**src/rtl/shapool_job_ctrl.sv**
```systemverilog
// ---------------------------------------------------------------------------
// shapool_job_ctrl
//
// Job sequencer sitting in front of the shapool hashing pool. A job arrives on
// a valid/ready handshake, its fields are registered onto the pool inputs, and
// the pool is held in reset for one LOAD cycle so it starts from those fields.
// While the pool runs, a private round counter (rcnt) and iteration counter
// (win) mirror the pool's 64-cycle round cadence, so success and nonce-space
// exhaustion can be qualified without extra status from the pool. The outcome
// (FOUND / EXHAUSTED / ABORTED) is returned on a second valid/ready handshake.
//
// Ports:
//   clk, reset              clock, synchronous active-high reset
//   job_valid/job_ready     job handshake (ready only while idle)
//   job_*                   job fields, sampled on the job handshake
//   abort                   cancel the running job
//   pool_reset_n            active-low reset to the pool (released only in RUN)
//   pool_*  (out)           registered job fields driven to the pool
//   pool_success            pool success indication
//   pool_nonce              pool nonce_lower, zero-extended
//   pool_match_flags        per-pipeline match flags
//   busy                    high while loading or running
//   result_valid/ready      result handshake
//   result_status           01 FOUND, 10 EXHAUSTED, 11 ABORTED
//   result_nonce            reconstructed winning nonce (0 unless FOUND)
//   result_flags            match flags captured on success
// ---------------------------------------------------------------------------
module shapool_job_ctrl #(
    parameter int POOL_SIZE      = 2,
    parameter int POOL_SIZE_LOG2 = 1,
    parameter int ITER_WIDTH     = 32 - POOL_SIZE_LOG2
) (
    input  logic                  clk,
    input  logic                  reset,

    input  logic                  job_valid,
    output logic                  job_ready,
    input  logic [255:0]          job_sha_state,
    input  logic [95:0]           job_message_head,
    input  logic [15:0]           job_difficulty_bm,
    input  logic [7:0]            job_nonce_start_MSB,

    input  logic                  abort,

    output logic                  pool_reset_n,
    output logic [255:0]          pool_sha_state,
    output logic [95:0]           pool_message_head,
    output logic [15:0]           pool_difficulty_bm,
    output logic [7:0]            pool_nonce_start_MSB,
    input  logic                  pool_success,
    input  logic [31:0]           pool_nonce,
    input  logic [POOL_SIZE-1:0]  pool_match_flags,

    output logic                  busy,

    output logic                  result_valid,
    input  logic                  result_ready,
    output logic [1:0]            result_status,
    output logic [31:0]           result_nonce,
    output logic [POOL_SIZE-1:0]  result_flags
);

    localparam int WIN_W = ITER_WIDTH + 2;
    // Pipeline latency adds two iterations beyond the nonce space, so the
    // last meaningful success can only appear once win reaches 2^IW + 2.
    localparam logic [WIN_W-1:0] WIN_TERM = WIN_W'((64'd1 << ITER_WIDTH) + 64'd2);

    localparam logic [1:0] ST_FOUND     = 2'b01;
    localparam logic [1:0] ST_EXHAUSTED = 2'b10;
    localparam logic [1:0] ST_ABORTED   = 2'b11;

    typedef enum logic [1:0] {
        S_IDLE,
        S_LOAD,
        S_RUN,
        S_REPORT
    } state_t;

    state_t state, state_nxt;

    logic [5:0]       rcnt;
    logic [WIN_W-1:0] win;

    logic take_abort, take_found, take_exhaust;

    // ---------------------------------------------------------------------
    // Nonce reconstruction
    // ---------------------------------------------------------------------
    logic [ITER_WIDTH-1:0]     nonce_lo;
    logic [ITER_WIDTH-1:0]     msb_align;
    logic [POOL_SIZE_LOG2-1:0] upper;
    logic [31:0]               found_nonce;

    // The start MSB byte lines up with the top byte of nonce_lower; when the
    // nonce space is narrower than a byte only the byte's top bits apply.
    generate
        if (ITER_WIDTH >= 8) begin : g_msb_wide
            assign msb_align = ITER_WIDTH'(pool_nonce_start_MSB) << (ITER_WIDTH - 8);
        end else begin : g_msb_narrow
            assign msb_align = ITER_WIDTH'(pool_nonce_start_MSB >> (8 - ITER_WIDTH));
        end
    endgenerate

    // The pool has already stepped two nonces past the one that hit.
    assign nonce_lo = pool_nonce[ITER_WIDTH-1:0] - ITER_WIDTH'(2);

    // Lowest-index matching pipeline supplies the upper nonce bits.
    always_comb begin
        upper = '0;
        for (int i = POOL_SIZE - 1; i >= 0; i--) begin
            if (pool_match_flags[i]) upper = POOL_SIZE_LOG2'(i);
        end
    end

    assign found_nonce = 32'({upper, nonce_lo ^ msb_align});

    logic unused_nonce_hi;
    assign unused_nonce_hi = ^pool_nonce[31:ITER_WIDTH];

    // ---------------------------------------------------------------------
    // FSM
    // ---------------------------------------------------------------------
    always_ff @(posedge clk) begin
        if (reset) state <= S_IDLE;
        else       state <= state_nxt;
    end

    always_comb begin
        state_nxt    = state;
        take_abort   = 1'b0;
        take_found   = 1'b0;
        take_exhaust = 1'b0;
        job_ready    = 1'b0;
        busy         = 1'b0;
        pool_reset_n = 1'b0;
        result_valid = 1'b0;
        case (state)
            S_IDLE: begin
                job_ready = 1'b1;
                if (job_valid) state_nxt = S_LOAD;
            end
            S_LOAD: begin
                busy      = 1'b1;
                state_nxt = S_RUN;
            end
            S_RUN: begin
                busy         = 1'b1;
                pool_reset_n = 1'b1;
                // Successes before win reaches 2 come from the reset-flushed
                // pipeline and are not real results.
                if (abort) begin
                    take_abort = 1'b1;
                    state_nxt  = S_REPORT;
                end else if (pool_success && rcnt == 6'd0 && win >= WIN_W'(2)) begin
                    take_found = 1'b1;
                    state_nxt  = S_REPORT;
                end else if (rcnt == 6'd0 && win == WIN_TERM) begin
                    take_exhaust = 1'b1;
                    state_nxt    = S_REPORT;
                end
            end
            S_REPORT: begin
                result_valid = 1'b1;
                if (result_ready) state_nxt = S_IDLE;
            end
            default: state_nxt = S_IDLE;
        endcase
    end

    // ---------------------------------------------------------------------
    // Datapath
    // ---------------------------------------------------------------------
    always_ff @(posedge clk) begin
        if (reset) begin
            pool_sha_state       <= '0;
            pool_message_head    <= '0;
            pool_difficulty_bm   <= '0;
            pool_nonce_start_MSB <= '0;
            rcnt                 <= '0;
            win                  <= '0;
            result_status        <= '0;
            result_nonce         <= '0;
            result_flags         <= '0;
        end else begin
            case (state)
                S_IDLE: begin
                    if (job_valid) begin
                        pool_sha_state       <= job_sha_state;
                        pool_message_head    <= job_message_head;
                        pool_difficulty_bm   <= job_difficulty_bm;
                        pool_nonce_start_MSB <= job_nonce_start_MSB;
                        rcnt                 <= '0;
                        win                  <= '0;
                    end
                end
                S_RUN: begin
                    rcnt <= rcnt + 6'd1;
                    // Saturate: the terminal value always forces an exit.
                    if (rcnt == 6'd63 && win != WIN_TERM) win <= win + WIN_W'(1);
                    if (take_abort) begin
                        result_status <= ST_ABORTED;
                        result_nonce  <= '0;
                        result_flags  <= '0;
                    end else if (take_found) begin
                        result_status <= ST_FOUND;
                        result_nonce  <= found_nonce;
                        result_flags  <= pool_match_flags;
                    end else if (take_exhaust) begin
                        result_status <= ST_EXHAUSTED;
                        result_nonce  <= '0;
                        result_flags  <= '0;
                    end
                end
                default: ;
            endcase
        end
    end

endmodule

```
**config.mk**
```make
export PLATFORM = sky130hd
export DESIGN_NAME = shapool_job_ctrl
export DESIGN_NICKNAME = d
export VERILOG_FILES = /design/src/rtl/shapool_job_ctrl.sv
export SDC_FILE = /design/constraint.sdc
export NUM_CORES = 1
export LEC_CHECK = 0
export CAP_MARGIN = 20
export CELL_PAD_IN_SITES_DETAIL_PLACEMENT = 1
export CELL_PAD_IN_SITES_GLOBAL_PLACEMENT = 2
export CORE_AREA = 10 10 318 320
export CTS_CLUSTER_SIZE = 30
export DETAILED_ROUTE_END_ITERATION = 6
export DIE_AREA = 0 0 328 330
export PLACE_DENSITY = 0.72
export SLEW_MARGIN = 20
export SYNTH_ARGS = -nofsm -noshare
export SYNTH_HDL_FRONTEND = slang
export SYNTH_SLANG_ARGS = --single-unit
```
**constraint.sdc**
```tcl
create_clock -name clk -period 3.5 [get_ports clk]
set_clock_uncertainty 0.15 [all_clocks]
set_input_delay 0.7 -clock clk [delete_from_list [all_inputs] [get_ports clk]]
set_output_delay 0.7 -clock clk [all_outputs]
set_load 0.01 [all_outputs]
```
==> results.cfg, run 1 <==
[route]
drt_iter0_drc = 650
drc_errors = 0
wire_per_inst_um = 20.8
vias_per_cell = 4.07
route.vias.total = 17000
ant_nets = 0
drt-pass1-iter-count = 4
routed_wl_mm = 86.7

[setup_path]
cp.arrival_ns = 3.31
cp_data_required_time_ns = 3.90
start_kind = flop
end_kind = flop
crit_type = reg2reg
path_max_fanout = 31

[cts]
post_cts_resized = 0
clockBufferDepth = 3
post-cts-setup-buffer-count = 0
clock-root-buffer = clkbuf_16
cts.sinks = 453
clkTransAtPathRegs_ns = 0.06
cts_buffers = 57
cts_max_level = 2
hold_buffers = 0
cts_tree = built
worstSkewPairLatency_ns = 0.62

[synthesis]
ys_seq_area_frac = 0.547
yosysTopAreaCell = dfxtp_1
synth-seq-cells = 453
ys_types = 51
synth_most_common_cell = nand2_1
synth_flop_cell = dfxtp_1
yosysTopAreaCellShare = 0.547
syn_avg_cell_area_um2 = 8.09
synth_nets = 2472
synthesis.area_um2 = 16600
yosysWarnings = 0
synth_common_cells = nand2_1, dfxtp_1, a21oi_1
async_flop_share = 0
synth_area_leaders = dfxtp_1, nand2_1, a21oi_1
synth_enable_flop_cells = 0
synth_cells = 2048

[finish]
area_growth_pct = 71.6
register_area_um2 = 9070
fin_nets = 3275
multi_input_area_um2 = 6900
fillers = 11100
drive_gt1_frac = 0.0640
stdcell_area_um2 = 28400

[floorplan]
rows = 113
coreArea_um2 = 94600
start_util = 0.175
chipWidth_um = 328
io_pins = 832
dieHeight_um = 330
fp.dieArea_um2 = 108000

[power]
p_int_mw = 11.9
combPwrFrac = 0.284
switching_power_mw = 5.40
leakagePower_nw = 10.2
powerDensity_nw_per_um2 = 609
swShare = 0.312
ir_worst_vdd_uv = 327
total_power_mw = 17.3
p_seq_frac = 0.359
p_clk_frac = 0.356

[min_path]
min-delay-path-class = reg2reg

[grt]
grt_first_pass_wirelength_mm = 122
grt_pass1_vias = 17400
grt_overflow_total = 0
gr-usage-all-layers = 0.150
grt_max_degree = 100
grt_antenna_before_repair = 21

[timing]
drv_slew = 0
max_slew_margin = 0.413
fin_crit_ns = 2.91
hold_viol = 0
setup_viol = 0
post-route-period-util = 0.832
grt_setup_unrepaired = false
worst_pin_slew_ns = 0.872
max_freq_mhz = 344

[placed_design]
port_buffers = 830
gp_congestion = 0.768
hpwl_mm = 67.2
place_area_um2 = 26500

[job]
drv_cap = 0

[outcome]
outcome = finished clean
## cell type report
type / count / share of cell area
multi-input combinational: 1442 / 0.243
timing repair buffer: 885 / 0.312
sequential: 453 / 0.319
clock inverter: 22 / 0.0125
inverter: 12 / 0.00158
antenna: 12 / 0.00106
tap: 1265 / 0.0557
clock buffer: 78 / 0.0554
## through the flow
step / utilization / hold slack, ns / worst slack (ns) / TNS (ns) / cells
after detailed placement: 0.280 / 0.296 / -0.0430 / -0.0693 / 4057
final: 0.301 / 0.301 / 0.589 / 0 / 4169
after global routing: 0.300 / 0.317 / 0.351 / 0 / 4161
after CTS: 0.300 / 0.304 / 0.513 / 0 / 4157
after global placement: 0.280 / 0.291 / 0.0174 / 0 / 4057
after floorplan: - / 0.312 / 0.760 / 0 / 2048
## worst max-delay path: stages, from the launching register on
cell,delay [ns]
dfxtp_1,0.34
nor4_1,0.33
nand4_1,0.23
nand4b_1,0.29
o41a_1,0.40
or3_4,0.35
a21oi_4,0.27
buf_12,0.24
a22o_2,0.18
## flip-flops by register name (all words and copies together) (netlist names)
name and cells:
result_flags 2, pool_message_head 96, pool_sha_state 256, pool_nonce_start_MSB 8, rcnt 6, result_nonce 32, state 2, win 33
result_status 2, pool_difficulty_bm 16
## path summary, 6_finish.rpt
kind              slack [ns]                        startpoint  depth (start not counted)                                to
setup / recovery        0.59              win[18]$_SDFFE_PP0P_                          8     result_nonce[25]$_SDFFE_PP0P_
hold / removal          0.30  pool_sha_state[193]$_SDFFE_PP0P_                          2  pool_sha_state[193]$_SDFFE_PP0P_
setup reg to reg        0.59              win[18]$_SDFFE_PP0P_                          8     result_nonce[25]$_SDFFE_PP0P_
hold reg to reg         0.30  pool_sha_state[193]$_SDFFE_PP0P_                          2  pool_sha_state[193]$_SDFFE_PP0P_
## power groups by stage
stage | sequential, mW | combinational (mW) | clock, mW
after floorplan | 6.64 | 1.75 | 0
final | 6.23 | 4.92 | 6.18
after detailed placement | 6.34 | 5.03 | 0
after global routing | 6.32 | 5.38 | 6.61
after global placement | 6.32 | 5.01 | 0
after CTS | 6.24 | 5.05 | 6.42
## cell usage in the layout, fill, tap and decap left out, drive strengths merged, types with 18 or more instances in the layout
master         synthesis  layout
nand3                 18      18
nand2                778     778
xnor2                 30      30
clkbuf               120      78
dfxtp                453     453
xor2                  38      38
clkdlybuf4s50          0     829
a21oi                384     384
a22o                  31      31
nor2                  54      54
buf                   21      56
## per-layer routing
metal	wire [um]	global-route usage
met2	42100	0.257
met5	187	0
met4	1760	0.0419
met3	9140	0.0744
met1	33500	0.162
## logic make-up (layout without fill, tap and decap cells)
family / after synthesis / in the layout / synth area share
buf+inv: 153 / 997 / 0.0370
xor+xnor: 68 / 68 / 0.0360
compound gates: 433 / 433 / 0.143
mux: 3 / 3 / 0.00181
flops: 453 / 453 / 0.547
fa+ha+maj: 8 / 8 / 0.00604
other cells: 0 / 12 / 0
simple gates: 930 / 930 / 0.229
Power figures use the tool's default switching activity.
==> run 2: changes to the inputs <==
CORE_AREA = 10 10 316 318   (was 10 10 318 320)
DIE_AREA = 0 0 326 328   (was 0 0 328 330)
PLACE_DENSITY = 0.75   (was 0.72)
clock period = 2.4 ns   (was 3.5 ns; I/O delays follow)
==> run 2 against run 1 <==
The flow now finishes with violations (negative setup slack). Clock power increased by 37%. Hold slack worse by 0.21 ns. Wire length down 0.42%. Die area is 1.2% lower. Final cell count is 2.3% higher. First-iteration DRC count grew 7.1%.
==> results.cfg, run 2 (same netlist as run 1, synthesis figures left out) <==
[finish]
fin_nets = 3376
max_flop_register = pool_sha_state
most-common-layout-cells = clkdlybuf4s50_1, nand2_1, dfxtp_1, a21oi_1, buf_4
area_growth_pct = 77.3
largest_reg_flops = 256
drive_gt1_frac = 0.104
layout_commonest_cell = clkdlybuf4s50_1
fillers = 10900
reg.largest.list = pool_sha_state (256), pool_message_head (96), win (33)
final_util = 0.316

[setup_path]
r2r-end = result_nonce[11]$_SDFFE_PP0P_
cp.arrival_ns = 3.02
worstReg2RegStart = win[26]$_SDFFE_PP0P_
path_max_fanout = 24
rrSetupSlack_ns = -0.20
crit_type = reg2reg
end_kind = flop
reg2regPathDepth = 8
start_kind = flop
cp_data_required_time_ns = 2.82

[floorplan]
rows = 112
chipWidth_um = 326
io_pins = 832
dieHeight_um = 328
start_util = 0.178
fp.dieArea_um2 = 107000
coreArea_um2 = 93000

[timing]
setup_slack_ns = -0.203
post-route-period-util = 1.08
setup_viol = 35
max_freq_mhz = 384
finalSetupTns_ns = -5.90
worst_pin_slew_ns = 0.447
max_slew_margin = 0.702
holdWs_ns = 0.0929
drv_slew = 0
hold_viol = 0
fin_crit_ns = 2.60
grt_setup_unrepaired = true

[route]
drt_iter0_drc = 696
ant_nets = 0
routed_wl_mm = 86.3
vias_per_cell = 4.04
drc_errors = 0
wire_per_inst_um = 20.2
drt-pass1-iter-count = 4
route.vias.total = 17200

[power]
ir_worst_vdd_uv = 450
leakagePower_nw = 10.8
powerDensity_nw_per_um2 = 856

[grt]
grt_antenna_before_repair = 14
gr-usage-all-layers = 0.153
grt_max_degree = 78
grtUsageMet2 = 0.256
grt_overflow_total = 0
grt_pass1_vias = 18000
grtUsageMet1 = 0.169
grt_first_pass_wirelength_mm = 124
met3_usage = 0.0669
busiest_layer = met2

[placed_design]
hpwl_mm = 67.9
gp_congestion = 0.799
port_buffers = 830

[min_path]
min-delay-path-class = in2reg
worstHoldEndpoint = rcnt[1]$_SDFFE_PP0P_
worstHoldStart = reset
min_path_cells = 2

[cts]
worstSkewPairLatency_ns = 0.63
cts_tree = built
clkTransAtPathRegs_ns = 0.06
cts_max_level = 2
clock-root-buffer = clkbuf_16
clockBufferDepth = 3
cts.sinks = 453
cts_buffers = 57
hold_buffers = 0

[job]
drv_cap = 0

[outcome]
outcome = finished, violations left
violations = negative setup slack
[run 2: metrics by stage]
| step | power (mW) | worst slack, ns | instance area (um^2) | instances |
|---|---|---|---|---|
| 2_1_floorplan | 12.2 | -0.0702 | 16600 | 2048 |
| 3_3_place_gp | 16.8 | -0.767 | 27300 | 4144 |
| 3_5_place_dp | 16.9 | -0.777 | 27300 | 4144 |
| 4_1_cts | 25.6 | -0.215 | 29200 | 4247 |
| 5_1_grt | 26.6 | -0.295 | 29300 | 4260 |
| 6_report | 25.1 | -0.203 | 29400 | 4266 |
[run 2: report_power, final]
group / total, mW / internal [mW] / switching, mW / leakage [nW]
clock network: 8.49 / 5.04 / 3.46 / 0.898
registers: 9.10 / 8.57 / 0.537 / 3.71
logic: 7.55 / 3.59 / 3.96 / 6.17
[run 2: critical path, stage by stage, from the launching register on]
cell      delay (ns)
dfxtp_2         0.33
nor4_4          0.27
nand4_1         0.20
nand4b_1        0.28
o41a_1          0.37
or3_4           0.35
a21oi_4         0.20
buf_12          0.20
a22o_2          0.18
[run 2: worst max path at each step]
| stage | start | end | slack [ns] | depth (start not counted) |
|---|---|---|---|---|
| floorplan | pool_nonce[10] | result_nonce[28]$_SDFFE_PP0P_ | -0.07 | 7 |
| CTS | win[18]$_SDFFE_PP0P_ | result_nonce[11]$_SDFFE_PP0P_ | -0.22 | 8 |
| finish | win[26]$_SDFFE_PP0P_ | result_nonce[11]$_SDFFE_PP0P_ | -0.20 | 8 |
| global placement | pool_nonce[14] | result_nonce[24]$_SDFFE_PP0P_ | -0.77 | 9 |
| detailed placement | pool_nonce[14] | result_nonce[25]$_SDFFE_PP0P_ | -0.78 | 8 |
| global route | win[26]$_SDFFE_PP0P_ | result_nonce[22]$_SDFFE_PP0P_ | -0.29 | 8 |
[run 2: cell type report]
cell class                      count  area (um^2)  share of cell area
Sequential cell                   453         9080               0.309
Clock inverter                     10         83.8             0.00285
Antenna cell                       18         45.0             0.00153
Inverter                           12         47.5             0.00162
Clock buffer                       91         1750              0.0595
Multi-Input combinational cell   1442         7050               0.240
Timing Repair Buffer              986         9740               0.332
Tap cell                         1254         1570              0.0534
[run 2: timing repair]
item	CTS	global route
gates resized for setup	37	27
buffers inserted	1	1
endpoints found under the setup margin	70	69
gates cloned	1	0
pin swaps	5	11
[run 2: per-layer routing]
metal,vias to the layer above,wire length (um)
met5,-,27
met4,4,2570
met3,102,8290
met2,548,41400
met1,8045,34000
li1,8532,-
